[config.mk]
export PLATFORM = sky130hd
export DESIGN_NAME = mtl_timing_gen_avalon
export DESIGN_NICKNAME = d
export VERILOG_FILES = /design/src/rtl/mtl_timing_gen_avalon.sv
export SDC_FILE = /design/constraint.sdc
export NUM_CORES = 1
export LEC_CHECK = 0
export ABC_AREA = 1
export BUFFER_PORTS_ARGS = -buffer_cell sky130_fd_sc_hd__buf_2
export CAP_MARGIN = 10
export CORE_ASPECT_RATIO = 0.7
export CORE_MARGIN = 10
export CORE_UTILIZATION = 30
export DETAILED_ROUTE_END_ITERATION = 6
export HOLD_SLACK_MARGIN = 0.03
export PLACE_DENSITY = 0.5
export RECOVER_POWER = 50
export SLEW_MARGIN = 25
export SYNTH_ARGS = -nofsm -noshare
export SYNTH_HDL_FRONTEND = slang
export SYNTH_SLANG_ARGS = --single-unit
export TNS_END_PERCENT = 5
[constraint.sdc]
create_clock -name Avalon_CLK_50 -period 5.7 [get_ports Avalon_CLK_50]
set_input_delay 0.57 -clock Avalon_CLK_50 [delete_from_list [all_inputs] [get_ports Avalon_CLK_50]]
set_output_delay 0.57 -clock Avalon_CLK_50 [all_outputs]
set_load 0.05 [all_outputs]
[src/rtl/mtl_timing_gen_avalon.sv]
// mtl_timing_gen_avalon: LCD timing generator with Avalon-MM control, windowed pixel stream, optional test pattern (MTL_TEST_PATTERN_EN)
module mtl_timing_gen_avalon #(
    parameter int H_LINE  = 1056,
    parameter int V_LINE  = 525,
    parameter int H_BLANK = 46,
    parameter int H_FP    = 210,
    parameter int V_BLANK = 23,
    parameter int V_FP    = 22,
    parameter int CW      = 8
) (
    input  logic              Avalon_CLK_50,
    input  logic              Avalon_reset,
    input  logic [3:0]        Avalon_address,
    input  logic              Avalon_read,
    output logic [31:0]       Avalon_readdata,
    input  logic              Avalon_write,
    input  logic [31:0]       Avalon_writedata,
    output logic              irq,
    input  logic [3*CW-1:0]   iPIX_DATA,
    input  logic              iPIX_VALID,
    output logic              oPIX_REQ,
    output logic              oHD,
    output logic              oVD,
    output logic              oDE,
    output logic [CW-1:0]     oLCD_R,
    output logic [CW-1:0]     oLCD_G,
    output logic [CW-1:0]     oLCD_B,
    output logic              oNewFrame,
    output logic              oEndFrame
);
    localparam int PW = 3 * CW;
    localparam int BW = (H_LINE - H_BLANK - H_FP) / 8;
`ifdef MTL_TEST_PATTERN_EN
    localparam logic TP_EN = 1'b1;
`else
    localparam logic TP_EN = 1'b0;
`endif

    logic [10:0]   x_q, x_d, ax;
    logic [9:0]    y_q, y_d, ay;
    logic          hd_q, hd_d, vd_q, vd_d, de_q, de_d;
    logic [PW-1:0] rgb_q, rgb_d, bg_q, bg_d, bar_rgb;
    logic [31:0]   rdata_q, rdata_d;
    logic          en_q, en_d, ie_q, ie_d, tp_q, tp_d;
    logic          eof_q, eof_d, uf_q, uf_d;
    logic [10:0]   wx0_q, wx0_d, wx1_q, wx1_d, sx0_q, sx0_d, sx1_q, sx1_d;
    logic [9:0]    wy0_q, wy0_d, wy1_q, wy1_d, sy0_q, sy0_d, sy1_q, sy1_d;
    logic [15:0]   fc_q, fc_d;
    logic          en_s_q, en_s_d, tp_s_q, tp_s_d;
    logic          act, in_win;
    logic [2:0]    bi;
    logic          wr_ctrl, wr_stat, wr_bg, wr_wx, wr_wy;
    logic          unused_wdata;

    assign wr_ctrl = Avalon_write && Avalon_address == 4'd0;
    assign wr_stat = Avalon_write && Avalon_address == 4'd1;
    assign wr_bg   = Avalon_write && Avalon_address == 4'd2;
    assign wr_wx   = Avalon_write && Avalon_address == 4'd3;
    assign wr_wy   = Avalon_write && Avalon_address == 4'd4;
    assign unused_wdata = ^Avalon_writedata;

    assign irq = ie_q & eof_q;
    assign oHD = hd_q;
    assign oVD = vd_q;
    assign oDE = de_q;
    assign {oLCD_R, oLCD_G, oLCD_B} = rgb_q;
    assign Avalon_readdata = rdata_q;

    // Decode the current counter position: active area, window membership, frame markers, bar colour
    always_comb begin
        ax = x_q - 11'(H_BLANK);
        ay = y_q - 10'(V_BLANK);
        act = x_q >= 11'(H_BLANK) && x_q < 11'(H_LINE - H_FP) &&
              y_q >= 10'(V_BLANK) && y_q < 10'(V_LINE - V_FP);
        in_win = ax >= sx0_q && ax <= sx1_q && ay >= sy0_q && ay <= sy1_q;
        bi = 3'(ax / 11'(BW));
        bar_rgb = {{CW{~bi[1]}}, {CW{~bi[2]}}, {CW{~bi[0]}}};
        oNewFrame = !Avalon_reset && x_q == '0 && y_q == '0;
        oEndFrame = x_q == 11'(H_LINE - H_FP - 1) && y_q == 10'(V_LINE - V_FP - 1);
        oPIX_REQ = en_s_q & act & in_win & ~tp_s_q;
    end

    // Next state: counters, registered video outputs, register file, shadows, status events
    always_comb begin
        x_d = (x_q == 11'(H_LINE - 1)) ? '0 : x_q + 11'd1;
        y_d = (x_q != 11'(H_LINE - 1)) ? y_q : (y_q == 10'(V_LINE - 1)) ? '0 : y_q + 10'd1;
        hd_d = x_q != '0;
        vd_d = y_q != '0;
        de_d = act;
        rgb_d = (!en_s_q || !act) ? '0 : !in_win ? bg_q : tp_s_q ? bar_rgb :
                iPIX_VALID ? iPIX_DATA : bg_q;
        en_d = wr_ctrl ? Avalon_writedata[0] : en_q;
        ie_d = wr_ctrl ? Avalon_writedata[1] : ie_q;
        tp_d = TP_EN & (wr_ctrl ? Avalon_writedata[2] : tp_q);
        eof_d = oEndFrame | (eof_q & ~(wr_stat & Avalon_writedata[0]));
        uf_d = (oPIX_REQ & ~iPIX_VALID) | (uf_q & ~(wr_stat & Avalon_writedata[1]));
        bg_d = wr_bg ? Avalon_writedata[PW-1:0] : bg_q;
        wx0_d = wr_wx ? Avalon_writedata[10:0] : wx0_q;
        wx1_d = wr_wx ? Avalon_writedata[26:16] : wx1_q;
        wy0_d = wr_wy ? Avalon_writedata[9:0] : wy0_q;
        wy1_d = wr_wy ? Avalon_writedata[25:16] : wy1_q;
        fc_d = oEndFrame ? fc_q + 16'd1 : fc_q;
        en_s_d = oNewFrame ? en_q : en_s_q;
        tp_s_d = oNewFrame ? tp_q : tp_s_q;
        sx0_d = oNewFrame ? wx0_q : sx0_q;
        sx1_d = oNewFrame ? wx1_q : sx1_q;
        sy0_d = oNewFrame ? wy0_q : sy0_q;
        sy1_d = oNewFrame ? wy1_q : sy1_q;
    end

    // Read mux; readback shows programmed values, not the frame-latched shadows
    always_comb begin
        rdata_d = '0;
        if (Avalon_read) begin
            case (Avalon_address)
                4'd0:    rdata_d = {29'd0, tp_q, ie_q, en_q};
                4'd1:    rdata_d = {30'd0, uf_q, eof_q};
                4'd2:    rdata_d = 32'(bg_q);
                4'd3:    rdata_d = {5'd0, wx1_q, 5'd0, wx0_q};
                4'd4:    rdata_d = {6'd0, wy1_q, 6'd0, wy0_q};
                4'd5:    rdata_d = {16'd0, fc_q};
                default: rdata_d = '0;
            endcase
        end
    end

    // State register
    always_ff @(posedge Avalon_CLK_50) begin
        if (Avalon_reset) begin
            x_q <= '0;
            y_q <= '0;
            hd_q <= 1'b0;
            vd_q <= 1'b1;
            de_q <= 1'b0;
            rgb_q <= '0;
            rdata_q <= '0;
            en_q <= 1'b0;
            ie_q <= 1'b0;
            tp_q <= 1'b0;
            eof_q <= 1'b0;
            uf_q <= 1'b0;
            bg_q <= '0;
            wx0_q <= '0;
            wx1_q <= '0;
            wy0_q <= '0;
            wy1_q <= '0;
            fc_q <= '0;
            en_s_q <= 1'b0;
            tp_s_q <= 1'b0;
            sx0_q <= '0;
            sx1_q <= '0;
            sy0_q <= '0;
            sy1_q <= '0;
        end else begin
            x_q <= x_d;
            y_q <= y_d;
            hd_q <= hd_d;
            vd_q <= vd_d;
            de_q <= de_d;
            rgb_q <= rgb_d;
            rdata_q <= rdata_d;
            en_q <= en_d;
            ie_q <= ie_d;
            tp_q <= tp_d;
            eof_q <= eof_d;
            uf_q <= uf_d;
            bg_q <= bg_d;
            wx0_q <= wx0_d;
            wx1_q <= wx1_d;
            wy0_q <= wy0_d;
            wy1_q <= wy1_d;
            fc_q <= fc_d;
            en_s_q <= en_s_d;
            tp_s_q <= tp_s_d;
            sx0_q <= sx0_d;
            sx1_q <= sx1_d;
            sy0_q <= sy0_d;
            sy1_q <= sy1_d;
        end
    end
endmodule

; After elaboration in Yosys (flattened, before gate mapping)
; Cells that the tools add are included.
[totals]
memories = 0
word_cells = 89
ram_bits = 0
regBits = 209
input_bits = 65
latchBits = 0
romBits = 0
output_inout_bits = 63
[classes]
n_addsub = 5
shifts = 0
mux = 4
reduce_logical = 26
eq_ne = 10
order_cmp = 8
div = 0
bitwise = 14
mul = 0
[op_table]
columns = op, n
row1 = $pmux 27 s6, 1
row2 = $mux 24, 2
row3 = $add 16x1->16 const B, 1
row4 = $logic_and 1x1->1, 14
row5 = $add 11x1->11 const B, 1
row6 = $eq 11x10->1 const B, 1
row7 = $eq 11x11->1 const B, 1
row8 = $ge 11x11->1, 1
row9 = $ge 11x6->1 const B, 1
row10 = $le 11x11->1, 1
row11 = $logic_not 11->1, 1
row12 = $lt 11x10->1 const B, 1
row13 = $ne 11x11->1 const B, 1
row14 = $reduce_bool 11->1, 1
row15 = $sub 11x6->11 const B, 1
row16 = $add 10x1->10 const B, 1
row17 = $eq 10x10->1 const B, 1
row18 = $eq 10x9->1 const B, 1
row19 = $ge 10x10->1, 1
row20 = $ge 10x5->1 const B, 1
row21 = $le 10x10->1, 1
row22 = $logic_not 10->1, 1
row23 = $lt 10x9->1 const B, 1
row24 = $mux 10, 1
row25 = 12 further kinds, 29

; Longest topological paths before layout
[depth]
word_depth = 8
depth_mapped = 19
mapped_depth_nobuf = 18

; Worst setup path after synthesis
; OpenSTA, ideal clock, no wires.
[synth_timing]
kind = reg2out
start = register y_q[0]
end = output port oPIX_REQ
slack_ns = 1.901
path_buffers = 1
t_arrival_ns = 3.229
t_required_ns = 5.130
stages_incl_launch_ff = 16
cell_sequence = dfxtp_1 > ha_1 > nand2_1 > a21oi_2 > nor2_1 > xor2_1 > ha_1 > nand2_1 > nor2_1 > nand4_1 > nand2_1 > nand2_1 > nor2_4 > nand2_2 > buf_2 > nor3_1
[synth_via]
elab_chain_cells = 5
word_cells_on_any_way = 11
classes_between = add/sub: 1 / order compare: 4 / bitwise: 2 / reduce/logical: 4
[synth_rtl]
columns = item, line_no
row1 = from (decl), 40  ; logic [9:0] y_q, y_d, ay;
row2 = from (signal assigned), 156  ; y_q <= y_d;
row3 = $sub 10x5->10 / $ge 10x5->1 (equally long branches), "72, 74"
row4 = $ge 10x10->1 / $logic_and 1x1->1 (equally long branches), "75, 73"
row5 = $logic_and 1x1->1 (on tied branches), "75, 74"
row6 = $logic_and 1x1->1 / $and 1x1->1 (equally long branches), "75, 80"
row7 = $and 1x1->1 (*), 80  ; oPIX_REQ = en_s_q & act & in_win & ~tp_s_q;
row8 = to (decl), 21  ; output logic oPIX_REQ,
; Mark *: on every way between the ends. The rest lies on a longest branch, timed or not.

; Final worst setup path
[layout_timing]
start = input port Avalon_reset
end = register rgb_q[5]
[layout_via]
elab_chain_cells = 1
[layout_rtl]
columns = item, line_no
row1 = from (decl), 12  ; input logic Avalon_reset,
row2 = $reduce_or 2->1 (no source line), --
row3 = to (signal assigned), 160  ; rgb_q <= rgb_d;
row4 = to (decl), 42  ; logic [PW-1:0] rgb_q, rgb_d, bg_q, bg_d, bar_rgb;
; No other way between the ends.
; A chain may end at the register's enable or synchronous reset.

==> impl_metrics.sql <==
INSERT INTO impl_metrics (metric_group, metric, value, unit) VALUES
('grt', 'grt_pass1_vias', '8535', ''),
('yosys', 'synthCells', '1314', ''),
('clocking', 'cts_tree', 'yes', ''),
('floorplan', 'std_cell_rows', '55', ''),
('timing', 'final_period_minus_worst_setup_slack', '4.62', 'ns'),
('final_layout', 'area_growth', '15.2', '%'),
('final_layout', 'diodes', '0', ''),
('timing', 'rsz0062_at_grt', 'no', ''),
('run_status', 'status', 'finished, violations left', ''),
('yosys', 'post_synth_instance_area', '9810', 'um2'),
('yosys', 'synth-compound-area-share', '19.9', '%'),
('clocking', 'post_cts.resized_instances', '0', ''),
('place', 'io_port_bufs', '117', ''),
('drt', 'drt_first_pass_iters', '5', ''),
('yosys', 'leading_cell_types_by_total_area_after_synthesis', 'sky130_fd_sc_hd__dfxtp_1, sky130_fd_sc_hd__nand2_1, sky130_fd_sc_hd__a21oi_1, sky130_fd_sc_hd__o21ai_0, sky130_fd_sc_hd__ha_1', ''),
('timing', 'timing.final.max_slew_violations', '120', ''),
('floorplan', 'dieArea', '40400', 'um2'),
('flow_run', 'cap_viol_max_count', '2', ''),
('floorplan', 'width_of_the_die', '236', 'um'),
('drt', 'number_of_drc_markers_in_iteration_0', '670', ''),
('drt', 'routed_wl', '31.7', 'mm'),
('yosys', 'yosysWarnings', '0', ''),
('yosys', 'synthAdderAreaFrac', '6.38', '%'),
('timing', 'setup-violations-final', '0', ''),
('final_layout', 'final_area', '11300', 'um2'),
('timing', 'final_clock_skew', '0.0179', 'ns'),
('yosys', 'synth-simple-area-share', '20.8', '%'),
('power', 'vdd.ir_drop.worst', '0.193', 'mV'),
('setup_path', 'required_time_of_the_critical_path', '6.12', 'ns'),
('timing', 'max_freq', '216', 'MHz'),
('grt', 'global_route.overflow_total', '0', ''),
('place', 'pre_cts_ws', '1.95', 'ns'),
('place', 'hpwl', '23.4', 'mm'),
('clocking', 'clkTransAtPathRegs', '0.07', 'ns'),
('clocking', 'clock_latency', '0.53', 'ns'),
('clocking', 'ctsLongestPathBuffers', '3', ''),
('yosys', 'primary_ff_master_synth', 'sky130_fd_sc_hd__dfxtp_1', ''),
('timing', 'post-route-period-util', '81.1', '%'),
('grt', 'grt_pass1_wl', '49.1', 'mm'),
('timing', 'worst_rel_slew_slack', '-118', '%'),
('yosys', 'postSynthRegisterBits', '204', ''),
('clocking', 'clock_tree.htree_level_count', '1', ''),
('power', 'p_leak', '0.00427', 'uW'),
('clocking', 'cts_num_sinks', '204', ''),
('yosys', 'number_of_enable_type_register_cells_in_the_synthesized_netlist', '0', ''),
('grt', 'grt_start_max_net_pins', '80', ''),
('setup_path', 'length_in_cells_of_the_worst_reg_to_reg_path', '16', ''),
('floorplan', 'ios', '128', ''),
('final_layout', 'fin_util', '35.0', '%'),
('power', 'post-layout-total-power', '3240', 'uW'),
('drt', 'drt_drc_violations_left', '0', ''),
('power', 'power_per_cell_area', '287', 'nW/um2'),
('setup_path', 'largest_fanout_on_the_critical_path', '79', ''),
('setup_path', 'arrival', '5.05', 'ns'),
('grt', 'initial_antenna_violation_count', '0', ''),
('timing', 'finalHoldViolations', '0', ''),
('yosys', 'synth_top_family_by_area', 'simple AND/OR/NAND/NOR gates', ''),
('floorplan', 'core_area', '32300', 'um2'),
('clocking', 'cts_made_buffers', '22', ''),
('hold_path', 'hp-class', 'primary input to flip-flop', ''),
('setup_path', 'setup.worst_path.start_class', 'primary input', ''),
('timing', 'worst_slack', '1.08', 'ns'),
('run_status', 'failed_checks', 'capacitance limit, slew limit', ''),
('setup_path', 'worst-setup-path-type', 'primary input to flip-flop', ''),
('yosys', 'fraction_of_registers_with_async_set_or_reset_after_synthesis', '0', '%'),
('timing', 'setup-tns-final', '0', 'ns'),
('yosys', 'yosysTopAreaCellShare', '41.6', '%'),
('drt', 'viasPerCell', '4.89', ''),
('clocking', 'clockRootBuffer', 'sky130_fd_sc_hd__clkbuf_16', ''),
('clocking', 'ctsHoldBuffers', '0', ''),
('final_layout', 'drive_above_1_share', '11.8', '%');
-- cell usage in the layout (no fill, tap or decap), drive strengths merged --
cell,synthesis,layout
nand2,233,233
dfxtp,204,204
a21oi,180,180
inv,175,175
o21ai,133,133
nor2,90,90
clkbuf,38,86
nand3,83,83
buf,27,69
ha,50,50
nor3,22,22
nand4,14,14
xor2,13,13
o22ai,12,12
clkinv,1,9
o221ai,8,8
a221oi,8,8
conb,1,5
nand3b,3,3
a211oi,3,3
nor3b,3,3
o21a,2,2
xnor2,2,2
a31oi,2,2
bufinv,0,2
o31ai,1,1
a21o,1,1
o211ai,1,1
a2111oi,1,1
nor4,1,1
and3,1,1
a21boi,1,1
clkinvlp,0,1
-- worst max-delay path, cell delays in order --
cell	delay, ns
sky130_fd_sc_hd__buf_2	0.11
sky130_fd_sc_hd__inv_1	0.71
sky130_fd_sc_hd__clkbuf_1	2.37
sky130_fd_sc_hd__nand2_4	0.83
sky130_fd_sc_hd__a21oi_2	0.38
-- where the power goes --
group | internal [uW] | switching, uW | total (uW)
combinational | 89.6 | 213 | 303
clock | 842 | 614 | 1460
sequential | 1470 | 17.4 | 1480
-- path summary, 6_finish.rpt --
check / start / to / slack, ns
worst max-delay path: Avalon_reset / rgb_q[5]$_SDFF_PP0_ / 1.08
worst min-delay path: Avalon_writedata[14] / bg_q[14]$_SDFFE_PP0P_ / 0.34
worst max register to register: x_q[1]$_SDFF_PP0_ / rgb_q[5]$_SDFF_PP0_ / 2.24
worst min register to register: bg_q[0]$_SDFFE_PP0P_ / rgb_q[0]$_SDFF_PP0_ / 0.46
-- through the flow --
stage               hold slack (ns)  cells
floorplan                     0.433   1318
global placement              0.451   1807
detailed placement            0.456   1807
CTS                           0.312   1846
global route                  0.339   1846
finish                        0.338   1846
-- layer usage --
metal,up-vias,global-route usage [%],wire length (um)
met5,-,0,0
met4,0,2.95,530
met3,33,2.74,1470
met2,179,22.6,13300
met1,4281,22.0,16400
li1,4534,-,-
-- registers in the layout, indices dropped and copies added (netlist names), 10 cells and up --
signal / cells
y_q: 10
Avalon_readdata: 27
wx0_q: 11
sx1_q: 11
sy0_q: 10
sx0_q: 11
rgb_q: 24
wx1_q: 11
wy1_q: 10
fc_q: 16
wy0_q: 10
sy1_q: 10
bg_q: 24
x_q: 11
-- area by class of cell --
type	count	area, um2	share of cell area (%)
Timing Repair Buffer	127	583	5.16
Sequential cell	204	4080	36.1
Multi-Input combinational cell	873	4720	41.8
Inverter	176	661	5.84
Tap cell	427	534	4.73
Clock buffer	28	603	5.34
Clock inverter	11	119	1.05
-- synth_stat cells (2+ instances only) --
cell / n
sky130_fd_sc_hd__xor2_1: 13
sky130_fd_sc_hd__o22ai_1: 12
sky130_fd_sc_hd__o21a_1: 2
sky130_fd_sc_hd__buf_4: 7
sky130_fd_sc_hd__xnor2_1: 2
sky130_fd_sc_hd__a21oi_1: 159
sky130_fd_sc_hd__nand3b_1: 2
sky130_fd_sc_hd__a211oi_1: 3
sky130_fd_sc_hd__nand3_1: 82
sky130_fd_sc_hd__nor3b_1: 2
sky130_fd_sc_hd__nand2_4: 2
sky130_fd_sc_hd__nor2_4: 4
sky130_fd_sc_hd__dfxtp_1: 204
sky130_fd_sc_hd__buf_2: 15
sky130_fd_sc_hd__inv_2: 15
sky130_fd_sc_hd__clkbuf_1: 38
sky130_fd_sc_hd__a221oi_1: 8
sky130_fd_sc_hd__buf_6: 4
sky130_fd_sc_hd__nand2_1: 222
sky130_fd_sc_hd__o21ai_0: 129
sky130_fd_sc_hd__nand4_1: 13
sky130_fd_sc_hd__nor3_2: 3
sky130_fd_sc_hd__nand2_2: 9
sky130_fd_sc_hd__a31oi_1: 2
sky130_fd_sc_hd__nor2_1: 75
sky130_fd_sc_hd__o21ai_1: 4
sky130_fd_sc_hd__nor2_2: 10
sky130_fd_sc_hd__ha_1: 50
sky130_fd_sc_hd__inv_1: 160
sky130_fd_sc_hd__a21oi_2: 21
sky130_fd_sc_hd__o221ai_1: 8
sky130_fd_sc_hd__nor3_1: 19
-- kinds of logic after synthesis --
group           Yosys count
buf+inv                 241
compound gates          353
fa+ha+maj                50
other cells               1
simple gates            450
flops                   204
xor+xnor                 15
Power figures use the tool's default switching activity.
